$ cat config.mk
export PLATFORM = sky130hd
export DESIGN_NAME = led_disp_arb
export DESIGN_NICKNAME = d
export VERILOG_FILES = /design/src/rtl/led_pkg.sv /design/src/rtl/hex7seg_enc.sv /design/src/rtl/led_disp_arb.sv
export SDC_FILE = /design/constraint.sdc
export NUM_CORES = 1
export LEC_CHECK = 0
export ABC_CLOCK_PERIOD_IN_PS = 2900
export BUFFER_PORTS_ARGS = -buffer_cell sky130_fd_sc_hd__buf_2
export CORE_MARGIN = 2
export CORE_UTILIZATION = 40
export DETAILED_ROUTE_END_ITERATION = 10
export GPL_TIMING_DRIVEN = 1
export PLACE_DENSITY = 0.66
export SYNTH_ARGS = -nofsm -noshare
export SYNTH_HDL_FRONTEND = slang
export SYNTH_SLANG_ARGS = --single-unit
$ cat constraint.sdc
create_clock -name clk -period 2.9 [get_ports clk]
set_input_delay 0.145 -clock clk [delete_from_list [all_inputs] [get_ports clk]]
set_output_delay 0.145 -clock clk [all_outputs]
set_load 0.03 [all_outputs]
$ cat src/rtl/led_pkg.sv
// Shared types and constants for the LED display arbiter: FSM states, digit
// geometry and the hex-to-segment table ({dp,g,f,e,d,c,b,a}, active-low).
package led_pkg;

    typedef enum logic [0:0] {
        IDLE  = 1'b0,
        SERVE = 1'b1
    } state_e;

    localparam int         NUM_DIGITS = 8;
    localparam logic [7:0] SEG_BLANK  = 8'hFF;

    // Entry 0 is the rightmost element of the concatenation.
    localparam logic [15:0][7:0] HEX_SEG = {
        8'h8E, 8'h86, 8'hA1, 8'hC6, 8'h83, 8'h88, 8'h90, 8'h80,
        8'hF8, 8'h82, 8'h92, 8'h99, 8'hB0, 8'hA4, 8'hF9, 8'hC0
    };

endpackage

$ cat src/rtl/hex7seg_enc.sv
// Combinational nibble + decimal point + blank -> active-low segment byte.
module hex7seg_enc
    import led_pkg::*;
(
    input  logic [3:0] nibble,
    input  logic       dp,
    input  logic       blank,
    output logic [7:0] seg
);

    logic [7:0] hex_byte;

    assign hex_byte = HEX_SEG[nibble];

    // Bit 7 is the active-low decimal point.
    assign seg = blank ? SEG_BLANK : {hex_byte[7] & ~dp, hex_byte[6:0]};

endmodule

$ cat src/rtl/led_disp_arb.sv
// Round-robin, burst-limited write arbiter that owns the 64-bit segment image.
// Define LED_DISP_ARB_RAW_SEG_EN to add verbatim segment-byte writes.
module led_disp_arb
    import led_pkg::*;
#(
    parameter int NREQ      = 4,
    parameter int MAX_BURST = 4
) (
    input  logic              clk,
    input  logic              rst,
    input  logic [NREQ-1:0]   req,
    input  logic [NREQ*3-1:0] req_digit,
    input  logic [NREQ*4-1:0] req_data,
    input  logic [NREQ-1:0]   req_dp,
    input  logic [NREQ-1:0]   req_blank,
`ifdef LED_DISP_ARB_RAW_SEG_EN
    input  logic [NREQ-1:0]   req_raw,
    input  logic [NREQ*8-1:0] req_seg,
`endif
    output logic [NREQ-1:0]   gnt,
    output logic [2:0]        owner,
    output logic              busy,
    output logic [63:0]       seg_buf
);

    localparam logic [0:0] ST_IDLE   = IDLE;
    localparam logic [0:0] ST_SERVE  = SERVE;
    localparam logic [3:0] LAST_BEAT = 4'(MAX_BURST - 1);
    localparam logic [2:0] LAST_REQ  = 3'(NREQ - 1);

    logic [0:0]  state_q,     state_d;
    logic [2:0]  owner_q,     owner_d;
    logic [2:0]  rr_ptr_q,    rr_ptr_d;
    logic [3:0]  burst_cnt_q, burst_cnt_d;
    logic [63:0] seg_buf_q,   seg_buf_d;

    logic       sel_req;
    logic [2:0] sel_digit;
    logic [3:0] sel_data;
    logic       sel_dp;
    logic       sel_blank;
    logic [7:0] enc_byte;
    logic [7:0] wr_byte;
    logic       pick_vld;
    logic [2:0] pick_idx;
    logic [2:0] next_ptr;

    // NOTE: every combinational output gets a default before any branch, so no latch is inferred.
    always_comb begin
        sel_req   = 1'b0;
        sel_digit = '0;
        sel_data  = '0;
        sel_dp    = 1'b0;
        sel_blank = 1'b0;
        for (int k = 0; k < NREQ; k++) begin
            if (owner_q == 3'(k)) begin
                sel_req   = req[k];
                sel_digit = req_digit[3*k +: 3];
                sel_data  = req_data[4*k +: 4];
                sel_dp    = req_dp[k];
                sel_blank = req_blank[k];
            end
        end
    end

    hex7seg_enc u_enc (
        .nibble (sel_data),
        .dp     (sel_dp),
        .blank  (sel_blank),
        .seg    (enc_byte)
    );

`ifdef LED_DISP_ARB_RAW_SEG_EN
    logic       sel_raw;
    logic [7:0] sel_seg;

    always_comb begin
        sel_raw = 1'b0;
        sel_seg = '0;
        for (int k = 0; k < NREQ; k++) begin
            if (owner_q == 3'(k)) begin
                sel_raw = req_raw[k];
                sel_seg = req_seg[8*k +: 8];
            end
        end
    end

    assign wr_byte = sel_raw ? sel_seg : enc_byte;
`else
    assign wr_byte = enc_byte;
`endif

    // First requester at or after rr_ptr, wrapping at NREQ-1.
    always_comb begin
        pick_vld = 1'b0;
        pick_idx = '0;
        for (int i = 0; i < NREQ; i++) begin
            for (int k = 0; k < NREQ; k++) begin
                if (!pick_vld && req[k] && (((int'(rr_ptr_q) + i) % NREQ) == k)) begin
                    pick_vld = 1'b1;
                    pick_idx = 3'(k);
                end
            end
        end
    end

    assign next_ptr = (owner_q == LAST_REQ) ? 3'd0 : owner_q + 3'd1;

    always_comb begin
        state_d     = state_q;
        owner_d     = owner_q;
        rr_ptr_d    = rr_ptr_q;
        burst_cnt_d = burst_cnt_q;
        seg_buf_d   = seg_buf_q;
        if (state_q == ST_IDLE) begin
            if (pick_vld) begin
                state_d     = ST_SERVE;
                owner_d     = pick_idx;
                burst_cnt_d = '0;
            end
        end else begin
            if (sel_req) begin
                for (int d = 0; d < NUM_DIGITS; d++) begin
                    if (sel_digit == 3'(d)) begin
                        seg_buf_d[8*(NUM_DIGITS-1-d) +: 8] = wr_byte;
                    end
                end
                burst_cnt_d = burst_cnt_q + 4'd1;
            end
            if (!sel_req || (burst_cnt_q == LAST_BEAT)) begin
                state_d  = ST_IDLE;
                rr_ptr_d = next_ptr;
            end
        end
    end

    always_comb begin
        gnt = '0;
        for (int k = 0; k < NREQ; k++) begin
            gnt[k] = (state_q == ST_SERVE) && (owner_q == 3'(k)) && req[k];
        end
    end

    // NOTE: state updates use non-blocking assignments so all flops sample pre-edge values.
    always_ff @(posedge clk or posedge rst) begin
        if (rst) begin
            state_q     <= ST_IDLE;
            owner_q     <= '0;
            rr_ptr_q    <= '0;
            burst_cnt_q <= '0;
            // NOTE: the segment image is reset rather than left unknown, since the scanner drives the LEDs from it directly.
            seg_buf_q   <= {NUM_DIGITS{SEG_BLANK}};
        end else begin
            state_q     <= state_d;
            owner_q     <= owner_d;
            rr_ptr_q    <= rr_ptr_d;
            burst_cnt_q <= burst_cnt_d;
            seg_buf_q   <= seg_buf_d;
        end
    end

    assign owner   = owner_q;
    assign busy    = (state_q == ST_SERVE);
    assign seg_buf = seg_buf_q;

endmodule

Word-level counts from Yosys, hierarchy flattened
Memories as Yosys holds them, arrays and structs flattened. Index checks and enable logic that the tools add are counted. W data, S select, Z words.

Add/subtract/negate cells: 5. Multipliers: 0. Div/mod/pow operators: 0. Magnitude comparators: 1. Equality and inequality tests: 24. Shift operators: 0. Multiplexer cells: 60. Bitwise logic cells: 6. Reductions and logical operators: 77.

Operators with widths (count): $logic_not A32 Y1 (4); $mux W3 (18); $logic_and A1 B1 Y1 (39); $mux W1 (32); $eq A3 B3 Y1 const B (10); $mux W4 (7); $reduce_and A3 Y1 (8); $eq A3 B2 Y1 const B (7); $logic_not A1 Y1 (16); $mux W8 (2); $eq A3 B1 Y1 const B (2); $logic_not A3 Y1 (2); $reduce_and A2 Y1 (3); $reduce_or A2 Y1 (3); $lt A4 B5 Y1 const B (1); $add A2 B1 Y2 const B (2); $add A2 B2 Y2 const B (2); $add A4 B1 Y4 const B (1); $eq A2 B2 Y1 const B (2); $eq A4 B2 Y1 const B (1); $and A1 B1 Y1 const A (3); $eq A2 B1 Y1 const B (1); $mux W2 (1); $ne A2 B1 Y1 const B (1); other kinds (4) (5).

Flip-flop bits (word level): 74. Bits in latches: 0. Memory bits (writable): 0. ROM bits: 128. Input port bits: 42. Output and inout port bits: 72. Word-level logic and storage cells: 186. Memories: 1.

Memories: (name not given) (words 16, bits a word 8, read ports 1, clocked after Yosys merged registers in 0, wr ports 0, line hex7seg_enc.sv:13) `assign hex_byte = HEX_SEG[nibble];`.

Longest topological paths before layout
Depth in word-level cells: 65. Mapped depth: 14. Mapped depth without buffers: 12.

Modules after synthesis
Synthesis repeated with hierarchy kept, for this count alone.

Cell total of the unflattened synthesis: 299. Area, all modules: 3853.7 um^2.

Modules (own cells, without submodules): led_disp_arb (times used 1, cells an instance 263, area each 3550.9 um^2, seq. area each 1906.8 um^2); hex7seg_enc (times used 1, cells an instance 36, area each 302.8 um^2, seq. area each 0.0 um^2).

Worst setup path after synthesis
No wires, ideal clock.

Kind: register to register. From: register owner_q[0], in the netlist owner[0]. To: register seg_buf_q[13], in the netlist seg_buf[13]. Library setup time: 61 ps. Arrival time: 3101 ps. Required time: 2839 ps. Setup slack: -262 ps. Cell stages (with the launch flop): 15. Path buffers: 2. Period minus slack after synthesis: 3162 ps. Path through: dfrtp_1 -> inv_1 -> ha_1 -> clkbuf_8 -> buf_6 -> a21oi_1 -> a221oi_1 -> or2_2 -> inv_1 -> ha_1 -> inv_1 -> a2111oi_0 -> a21oi_1 -> o221ai_1 -> mux2_2.

Longest elaborated chain between the ends: 8. Elaborated cells on any way between the ends: 25. Those cells by class: eq/ne (4); mux (18); reduce/logical (2); memory (1).

RTL lines: start, declared (line led_disp_arb.sv:32) `logic [2:0] owner_q, owner_d;`; start signal, assigned (line led_disp_arb.sv:155) `owner_q <= owner_d;`; $logic_not A3 Y1 (line led_disp_arb.sv:56) `if (owner_q == 3'(k)) begin`; $mux W4 (4 in a row) (line led_disp_arb.sv:56); $mem_v2 Z16 W8; $mux W8 (not written as such) (line hex7seg_enc.sv:13); $mux W8 (line hex7seg_enc.sv:16) `assign seg = blank ? SEG_BLANK : {hex_byte[7] & ~dp, hex_byte[6:0]};`; end signal, assigned (line led_disp_arb.sv:152) `seg_buf_q <= {NUM_DIGITS{SEG_BLANK}};`; end signal, assigned (line led_disp_arb.sv:158) `seg_buf_q <= seg_buf_d;`; end, declared (line led_disp_arb.sv:35) `logic [63:0] seg_buf_q, seg_buf_d;`.

Several ways; a longest one is shown, not always the timed one. The select of a mux whose other input is x is not followed. A chain may end at the register's enable or synchronous reset.

Final worst setup path
From: register owner_q[0], in the netlist owner[0]. To: register seg_buf_q[36], in the netlist seg_buf[36].

Same word-level chain as after synthesis.

==> results.py <==
metrics = {
    "die": {
        "start_util_pct": 41.3,
        "ios": 114,
        "rows": 36,
        "die_h_um": 104,
        "core_um2": 9770,
        "die_w_um": 104,
        "die_area_um2": 10900,
    },
    "logic_synthesis": {
        "synth-seq-cells": 73,
        "synthTopCellsByCount": "64 x dfstp_2, 49 x mux2_2, 22 x nand2_1",
        "syn_avg_cell_area_um2": 12.2,
        "synth-edff-count": 0,
        "synth_area_leaders": "dfstp_2 42%, mux2_2 14%, dfrtp_1 5.6%, ha_1 3.4%, buf_6 2.8%",
        "synth_top_family_by_area": "multiplexers",
        "ys_types": 53,
        "async_reset_ff_share_pct": 100,
        "yosysTopAreaCell": "dfstp_2",
        "synthCells": 331,
        "synth_seq_area_share_pct": 47.3,
        "synthAdderAreaFrac_pct": 3.41,
        "synth_simple_gate_area_share_pct": 8.93,
        "yosysMostFrequentCell": "dfstp_2",
        "synth_compound_area_share_pct": 15.8,
        "synth_nets": 384,
        "ys_warn_count": 0,
        "netlist_area_um2": 4040,
        "muxShareOfSynthArea_pct": 17.3,
        "synth.top_cell.area_share_pct": 41.7,
        "ys.flop_type": "dfstp_2",
        "synth_xor_area_share_pct": 0.651,
    },
    "timing": {
        "setup_violations": 0,
        "layout_min_cycle_time_ns": 2.72,
        "tns_ns": 0,
        "worst_pin_slew_ns": 0.889,
        "drv_slew": 0,
        "rsz0062_at_grt": "no",
        "skew_ns": 0.00965,
        "max-slew-margin-rel_pct": 40.7,
        "hold_violations": 0,
        "finalCritPeriodShare_pct": 93.7,
        "fmax_ghz": 0.368,
    },
    "global_routing": {
        "antenna_found_initial": 0,
        "grt_max_degree": 74,
        "grt_overflow_total": 0,
        "grt_pass1_wl_um": 16700,
        "grt_pass1_vias": 3105,
        "gr-usage-all-layers_pct": 19.2,
    },
    "drt": {
        "via_per_inst": 5.24,
        "antenna_left": 0,
        "drtIter0Drc": 150,
        "drt_pass1_iterations": 4,
        "post-route-drc-count": 0,
        "vias": 3137,
        "wirelength_um": 10100,
        "wl_per_cell_um": 16.9,
    },
    "status": {
        "status": "finished, final reports clean",
    },
    "final_layout": {
        "layout.nets": 514,
        "area_growth_pct": 24.9,
        "antenna_cells": 0,
        "layout-drive-gt1-share_pct": 63.9,
    },
    "setup_path": {
        "crit_fanout": 8,
        "worstPathArrival_ns": 2.99,
        "critPathKind": "flop to flop",
        "crit_path_start_kind": "flop",
        "end_kind": "flop",
        "cp_data_required_time_ns": 3.17,
    },
    "cts": {
        "tritoncts": "built",
        "clock_latency_ns": 0.34,
        "cts.clk_slew.worst_paths_ns": 0.08,
        "cts_made_buffers": 9,
        "cts_root_buf": "clkbuf_8",
        "cts-htree-levels": 3,
        "cts-resized-gates": 0,
        "ctsHoldBuffers": 0,
        "clockBufferDepth": 2,
        "cts_sinks": 73,
        "cts_setup_buffers": 0,
    },
    "hold_path": {
        "hp-class": "input port to async pin",
    },
    "run": {
        "cap_violations": 0,
    },
    "place": {
        "io_buffers": 112,
        "post-dp-hpwl_um": 7540,
        "gp_congestion": 0.888,
    },
}
[per-layer routing]
metal  vias up  GRT usage, %  wire (µm)
li1       1467             -          -
met1      1563          25.2       4350
met2       101          32.1       5070
met3         6          4.82        640
met4         0          3.76         70
met5         -             0          0
[state kept, by name, indices dropped and copies added, names as in the netlist]
signal / flops
busy: 1
burst_cnt_q: 4
rr_ptr_q: 2
owner: 2
seg_buf: 64
[path summary, 6_finish.rpt]
path                          startpoint              to  slack, ns  depth (start not counted)
min                                  rst  burst_cnt_q[3]        0.1                          3
max in group asynchronous            rst        owner[0]       2.21                          3
min reg2reg                  seg_buf[32]     seg_buf[32]       0.52                          2
max reg2reg                     owner[0]     seg_buf[36]       0.18                         13
min in group clk           req_digit[10]     seg_buf[48]       0.20                          4
max                             owner[0]     seg_buf[36]       0.18                         13
[per-stage QoR]
step	std cells	hold WS, ns	util (%)	worst slack [ns]	area, µm²
2_1_floorplan	331	0.346	-	0.0209	4050
3_3_place_gp	583	0.472	49.3	0.164	4820
3_5_place_dp	583	0.482	49.3	0.0800	4820
4_1_cts	599	0.111	51.4	0.0748	5030
5_1_grt	599	0.147	51.5	0.00158	5040
6_report	599	0.0951	51.5	0.183	5040
[layout by cell type, fill, tap and decap left out, drive strengths merged, types with 2 or more instances in the layout]
cell / netlist / layout
and3: 6 / 6
nor3b: 3 / 3
o211ai: 3 / 3
ha: 11 / 11
clkbuf: 3 / 12
a221oi: 6 / 6
a211oi: 5 / 5
o221ai: 6 / 6
a31oi: 12 / 12
and2: 8 / 8
nor2b: 7 / 7
nand2: 22 / 22
dfrtp: 9 / 9
a221o: 2 / 2
mux2: 58 / 58
dfstp: 64 / 64
a211o: 3 / 3
nand3: 4 / 4
inv: 14 / 15
mux2i: 2 / 2
nor2: 10 / 10
o21ai: 9 / 9
buf: 18 / 140
a22oi: 2 / 2
xnor2: 2 / 2
a21oi: 20 / 20
o311ai: 2 / 2
nand3b: 7 / 7
[worst max-delay path, cell delays in order (launching register included)]
cell       delay [ns]
dfrtp_2          0.44
inv_1            0.10
ha_1             0.26
nand3b_1         0.11
a221oi_1         0.40
or2_2            0.20
inv_1            0.07
ha_1             0.20
inv_1            0.07
a2111oi_2        0.05
a31oi_1          0.21
o221ai_2         0.11
buf_4            0.17
mux2_2           0.26
[cell type report]
cell class                      instances  area, µm²
Fill cell                             898       4740
Sequential cell                        73       1910
Multi-Input combinational cell        223       1880
Timing Repair Buffer                  140        821
Tap cell                              133        166
Clock buffer                           12        156
Inverter                               14       52.6
Clock inverter                          4       48.8
[logic make-up (layout without fill, tap and decap cells)]
kind of cell / Yosys count / in the layout
AND/OR/NAND/NOR: 69 / 69
multiplexers: 60 / 60
adder cells (fa/ha/maj): 11 / 11
other: 1 / 1
flip-flops: 73 / 73
buffers and inverters: 35 / 170
AO/OA/AOI/OAI: 79 / 79
XOR/XNOR: 3 / 3
Power is not shown: default switching activity piles up to over one toggle a cycle in this logic, so the estimate is an artifact.
